<file path="src/rtl/muldiv_unit.sv">
// Iterative RV32M multiply/divide unit: shift-add multiply, restoring divide, 32 iterations each.
// Define MULDIV_DIV_EN to build the divide datapath; otherwise ops 100-111 complete as illegal.
module muldiv_unit (
  input  logic        clk,
  input  logic        rst,
  input  logic        start,
  input  logic [2:0]  op,
  input  logic [31:0] a,
  input  logic [31:0] b,
  output logic        busy,
  output logic        done,
  output logic [31:0] result,
  output logic        illegal
);

`ifdef MULDIV_DIV_EN
  typedef enum logic [1:0] {IDLE, MUL, DIV, DONE} state_t;
`else
  typedef enum logic [1:0] {IDLE, MUL, DONE} state_t;
`endif

  state_t      state_q, state_d;
  logic [1:0]  op_q;
  logic [4:0]  cnt_q;
  logic        neg_q;
  logic        illegal_q;
  logic [31:0] result_q;

  logic [63:0] acc_q;
  logic [63:0] mcand_q;
  logic [31:0] mplier_q;

  logic        accept;
  logic        a_sgn, b_sgn, neg_d;
  logic [31:0] a_mag, b_mag;
  logic [63:0] prod_nxt, prod_fix;
  logic [31:0] mul_res;

`ifdef MULDIV_DIV_EN
  logic [31:0] rem_q, quo_q, dvs_q;
  logic [32:0] shifted;
  logic        ge;
  logic [31:0] diff, rem_nxt, quo_nxt, div_res;
  logic        div_zero, div_ovf, is_special;
  logic [31:0] spec_res;
`endif

`ifdef MULDIV_DIV_EN
  assign busy = (state_q == MUL) || (state_q == DIV);
`else
  assign busy = (state_q == MUL);
`endif
  assign done    = (state_q == DONE);
  assign illegal = done && illegal_q;
  assign result  = result_q;
  assign accept  = start && !busy;

  // Operand signedness depends on the op being accepted, not the captured one.
  always_comb begin
    a_sgn = a[31] && (op[2] ? !op[0] : (op[1:0] != 2'b11));
    b_sgn = b[31] && (op[2] ? !op[0] : !op[1]);
    a_mag = a_sgn ? (~a + 32'd1) : a;
    b_mag = b_sgn ? (~b + 32'd1) : b;
`ifdef MULDIV_DIV_EN
    neg_d = (op[2] && op[1]) ? a_sgn : (a_sgn ^ b_sgn);
`else
    neg_d = a_sgn ^ b_sgn;
`endif
  end

  always_comb begin
    prod_nxt = acc_q + (mplier_q[0] ? mcand_q : 64'd0);
    prod_fix = neg_q ? (~prod_nxt + 64'd1) : prod_nxt;
    mul_res  = (op_q == 2'b00) ? prod_fix[31:0] : prod_fix[63:32];
  end

`ifdef MULDIV_DIV_EN
  always_comb begin
    shifted = {rem_q, quo_q[31]};
    ge      = (shifted >= {1'b0, dvs_q});
    // Remainder stays below the divisor, so a 32-bit subtract is exact when ge is set.
    diff    = shifted[31:0] - dvs_q;
    rem_nxt = ge ? diff : shifted[31:0];
    quo_nxt = {quo_q[30:0], ge};
    if (op_q[1])
      div_res = neg_q ? (~rem_nxt + 32'd1) : rem_nxt;
    else
      div_res = neg_q ? (~quo_nxt + 32'd1) : quo_nxt;
  end

  always_comb begin
    div_zero   = (b == '0);
    div_ovf    = !op[0] && (a == 32'h8000_0000) && (b == '1);
    is_special = div_zero || div_ovf;
    if (div_zero)
      spec_res = op[1] ? a : '1;
    else
      spec_res = op[1] ? '0 : 32'h8000_0000;
  end
`endif

  always_comb begin
    state_d = state_q;
    case (state_q)
      MUL:  if (cnt_q == 5'd31) state_d = DONE;
`ifdef MULDIV_DIV_EN
      DIV:  if (cnt_q == 5'd31) state_d = DONE;
`endif
      DONE: state_d = IDLE;
      default: ;
    endcase
    if (accept) begin
      if (!op[2])
        state_d = MUL;
      else begin
`ifdef MULDIV_DIV_EN
        state_d = is_special ? DONE : DIV;
`else
        state_d = DONE;
`endif
      end
    end
  end

  always_ff @(posedge clk) begin
    if (rst) state_q <= IDLE;
    else     state_q <= state_d;
  end

  always_ff @(posedge clk) begin
    if (rst) begin
      op_q      <= '0;
      cnt_q     <= '0;
      neg_q     <= 1'b0;
      illegal_q <= 1'b0;
      result_q  <= '0;
      acc_q     <= '0;
      mcand_q   <= '0;
      mplier_q  <= '0;
`ifdef MULDIV_DIV_EN
      rem_q     <= '0;
      quo_q     <= '0;
      dvs_q     <= '0;
`endif
    end else begin
      case (state_q)
        MUL: begin
          acc_q    <= prod_nxt;
          mcand_q  <= {mcand_q[62:0], 1'b0};
          mplier_q <= {1'b0, mplier_q[31:1]};
          cnt_q    <= cnt_q + 5'd1;
          if (cnt_q == 5'd31) result_q <= mul_res;
        end
`ifdef MULDIV_DIV_EN
        DIV: begin
          rem_q <= rem_nxt;
          quo_q <= quo_nxt;
          cnt_q <= cnt_q + 5'd1;
          if (cnt_q == 5'd31) result_q <= div_res;
        end
`endif
        default: begin
          if (accept) begin
            op_q      <= op[1:0];
            cnt_q     <= '0;
            neg_q     <= neg_d;
            illegal_q <= 1'b0;
            acc_q     <= '0;
            mcand_q   <= {32'd0, a_mag};
            mplier_q  <= b_mag;
`ifdef MULDIV_DIV_EN
            rem_q     <= '0;
            quo_q     <= a_mag;
            dvs_q     <= b_mag;
            if (op[2] && is_special) result_q <= spec_res;
`else
            if (op[2]) begin
              result_q  <= '0;
              illegal_q <= 1'b1;
            end
`endif
          end
        end
      endcase
    end
  end

endmodule

</file>
<file path="config.mk">
export PLATFORM = sky130hd
export DESIGN_NAME = muldiv_unit
export DESIGN_NICKNAME = d
export VERILOG_FILES = /design/src/rtl/muldiv_unit.sv
export SDC_FILE = /design/constraint.sdc
export NUM_CORES = 1
export LEC_CHECK = 0
export CAP_MARGIN = 20
export CELL_PAD_IN_SITES_DETAIL_PLACEMENT = 1
export CELL_PAD_IN_SITES_GLOBAL_PLACEMENT = 2
export CORE_ASPECT_RATIO = 1.2
export CORE_MARGIN = 2
export CORE_UTILIZATION = 32
export DETAILED_ROUTE_END_ITERATION = 7
export HOLD_SLACK_MARGIN = 0.1
export PLACE_DENSITY_LB_ADDON = 0.1
export SLEW_MARGIN = 30
export SYNTH_ARGS = -nofsm -noshare
export SYNTH_HDL_FRONTEND = slang
export SYNTH_SLANG_ARGS = --single-unit
</file>
<file path="constraint.sdc">
create_clock -name clk -period 4.5 [get_ports clk]
set_input_delay 0.9 -clock clk [delete_from_list [all_inputs] [get_ports clk]]
set_output_delay 0.9 -clock clk [all_outputs]
set_load 0.02 [all_outputs]
</file>
==> impl_metrics.env <==
export IMPL_routed_wl_um=76570
export IMPL_ff2ff_setup_slack_ns=-0.47
export IMPL_worstSetupEndpointType="flip-flop"
export IMPL_die_h_um=254.1
export IMPL_routedWlPerCell_um=21.59
export IMPL_p_per_area_nw_per_um2=234.4
export IMPL_gp_routability_congestion=0.9549
export IMPL_busiest_layer="met2"
export IMPL_slowest_delay_ns=0.62
export IMPL_grt_max_degree=179
export IMPL_synth_area_leaders="dfxtp_1, a21oi_1, nor2_1"
export IMPL_whs_ns=0.4615
export IMPL_fin_setup_tns_ns=-5.525
export IMPL_report_final_slew_viol_count=0
export IMPL_dp_slack_ns=-0.6920
export IMPL_multi_input_area_um2=12610
export IMPL_num_vias=19570
export IMPL_overflow=0
export IMPL_fin_area_um2=23600
export IMPL_synth_warnings=0
export IMPL_grt_pass1_vias=20410
export IMPL_final_cells=3547
export IMPL_setup_ws_ns=-0.4696
export IMPL_cts_tree="done"
export IMPL_die_width_um=212.4
export IMPL_cts_made_buffers=27
export IMPL_met1_usage=0.3337
export IMPL_diodes=0
export IMPL_hp_start="result[24]$_SDFFE_PP0P_"
export IMPL_crit_type="reg2reg"
export IMPL_syn_area_um2=16670
export IMPL_crit_required_ns=5.02
export IMPL_path_cells="buf_12 -> and2_1 -> ha_4 -> buf_4 -> nand4_1 -> nor4_4 -> buf_4 -> nand4_1 -> a21oi_4 -> a211oi_2 -> xor2_1 -> o211ai_1 -> or4_4 -> or4b_4 -> nor3b_1 -> a2111o_1 -> a221oi_2"
export IMPL_drc=0
export IMPL_maxCapViolCount=0
export IMPL_ant_nets=0
export IMPL_max_freq_mhz=201.2
export IMPL_fillCellCount=6422
export IMPL_clock_sinks=203
export IMPL_cp_start_kind="flip-flop"
export IMPL_rr_startpoint="mplier_q[0]$_SDFFE_PP0P_"
export IMPL_hold_depth=2
export IMPL_r2r_end="result[31]$_SDFFE_PP0P_"
export IMPL_period_minus_slack_ns=4.970
export IMPL_dp_cells=3483
export IMPL_violations="negative setup slack"
export IMPL_crit_arrival_ns=5.49
export IMPL_grt_pass1_wl_um=118100
export IMPL_grt_usage=0.2792
export IMPL_coreArea_um2=51460
export IMPL_worst_r2r_path_depth=17
export IMPL_final_common_cell="buf_4"
export IMPL_cts_hold_buf=0
export IMPL_start_util=0.3240
export IMPL_tightest_slew_ns=1.030
export IMPL_post_dp_cell_area_um2=21720
export IMPL_syn_nets=2484
export IMPL_maxSlewHeadroom=0.3107
export IMPL_port_buffers=104
export IMPL_hold_viol=0
export IMPL_seq_area_frac_synth=0.2437
export IMPL_cts_htree_levels=1
export IMPL_layout_common_cells="buf_4, nor2_1, a21oi_1"
export IMPL_netlist_cell_type_count=101
export IMPL_final_seq_area_um2=4066
export IMPL_root_buffer="clkbuf_16"
export IMPL_gr_usage_met2=0.5063
export IMPL_min_delay_worst_endpoint="result[24]$_SDFFE_PP0P_"
export IMPL_ioPinCount=105
export IMPL_setup_viol=28
export IMPL_irDropWorstVdd_v=0.0002613
export IMPL_leakagePower_nw=10.14
export IMPL_cpMaxStageDelayCell="or4b_4"
export IMPL_row_count=91
export IMPL_clockBufferDepth=3
export IMPL_ys_flop_type="dfxtp_1"
export IMPL_synth_edf_count=0
export IMPL_synthCells=2342
export IMPL_async_reset_ff_frac=0
export IMPL_drive_gt1_frac=0.2614
export IMPL_fin_util=0.4585
export IMPL_drtIter0Drc=1035
export IMPL_clk_pin_slew_worst_paths_ns=0.06
export IMPL_dpl_hpwl_um=60150
export IMPL_total_power_mw=5.530
export IMPL_yosysTopAreaCell="dfxtp_1"
export IMPL_period_share=1.104
export IMPL_crit_fanout=32
export IMPL_syn_area_per_cell_um2=7.120
export IMPL_first_pass_iters=5
export IMPL_met3_usage=0.02509
export IMPL_ys_ff_latch=203
export IMPL_vias_per_cell=5.516
export IMPL_netlist_area_leader_share=0.2437
export IMPL_hp_class="reg2reg"
export IMPL_die_area_um2=53960
export IMPL_fin_nets=2973
export IMPL_clk_latency_ns=0.60
export IMPL_clock_skew_final_ns=0.01879
export IMPL_antenna_found_initial=2
export IMPL_syn_to_final_growth_pct=41.50
export IMPL_rsz0062_at_grt="true"
export IMPL_outcome="finished with violations"
[layer usage]
metal	wire length (µm)	part of all wire	up-vias
met1	32640	0.43	9601
li1	-	-	9490
met4	3411	0.045	0
met5	0	0	-
met3	2149	0.028	136
met2	38370	0.50	340
[logic make-up after synthesis]
family	share of synthesized area
adders and majority gates	0.05448
xor gates and xnor gates	0.05988
DFF	0.2437
muxes	0.01103
AOI/OAI and AO/OA	0.2887
and+or+nand+nor	0.2877
buffers and inverters	0.05455
[registers in the layout, indices dropped and copies added, names as in the netlist]
signal	count
neg_q	1
illegal_q	1
mcand_q	64
state_q	2
cnt_q	5
op_q	2
result	32
acc_q	64
mplier_q	32
[worst max-delay path by stage]
stage                                  start  slack, ns  cells past startpoint                      end
global route        mplier_q[0]$_SDFFE_PP0P_      -0.65                     20  result[27]$_SDFFE_PP0P_
detailed placement  mplier_q[0]$_SDFFE_PP0P_      -0.69                     17  result[31]$_SDFFE_PP0P_
finish              mplier_q[0]$_SDFFE_PP0P_      -0.47                     17  result[31]$_SDFFE_PP0P_
floorplan           mplier_q[0]$_SDFFE_PP0P_     -0.008                     18  result[31]$_SDFFE_PP0P_
CTS                 mplier_q[0]$_SDFFE_PP0P_      -0.41                     16  result[31]$_SDFFE_PP0P_
global placement    mplier_q[0]$_SDFFE_PP0P_      -0.64                     18  result[10]$_SDFFE_PP0P_
[cells in the mapped netlist, drive strengths merged, types with 6 or more instances]
| cell type | number |
|---|---|
| a222oi | 7 |
| inv | 45 |
| dfxtp | 203 |
| or4 | 12 |
| nand3b | 6 |
| nor2b | 8 |
| a21boi | 6 |
| a22oi | 6 |
| a21o | 27 |
| a311oi | 11 |
| o31ai | 20 |
| o21a | 12 |
| nor3 | 55 |
| or3 | 35 |
| o21bai | 8 |
| a211o | 8 |
| a31oi | 25 |
| o21ai | 140 |
| o41ai | 9 |
| nand2 | 170 |
| o211ai | 25 |
| buf | 34 |
| ha | 71 |
| or2 | 12 |
| mux2i | 15 |
| and4 | 8 |
| a21oi | 312 |
| nand4 | 37 |
| xnor2 | 72 |
| a211oi | 55 |
| nor2 | 356 |
| nor4 | 18 |
| and3 | 105 |
| clkbuf | 120 |
| nand2b | 19 |
| nand3 | 28 |
| and2 | 87 |
| a221oi | 17 |
| xor2 | 42 |
[power by group]
part           internal [mW]  switching, mW
clock                   1.36          0.924
sequential              1.86         0.0450
combinational          0.585          0.756
[cell type report]
| class | count | area share |
|---|---|---|
| Multi-Input combinational cell | 1936 | 0.5343 |
| Timing Repair Buffer | 617 | 0.2100 |
| Sequential cell | 203 | 0.1723 |
| Tap cell | 697 | 0.03696 |
| Clock buffer | 36 | 0.03219 |
| Inverter | 46 | 0.007318 |
| Clock inverter | 12 | 0.006894 |
[worst max-delay path: cells and delay by family, from the launching register on]
kind            cells  cell delay [ns]
xor+xnor            1             0.24
buf+inv             3             0.46
compound gates      5             1.14
flops               1             0.34
simple gates        7             2.36
fa+ha+maj           1             0.33
[what timing repair did]
item / in CTS / in global routing
endpoints found under the setup margin: 32 / 32
pin swaps: 6 / 25
gates resized for setup: 68 / 100
buffers inserted: 2 / 14
Note: power is estimated with default switching activity, not from simulation.
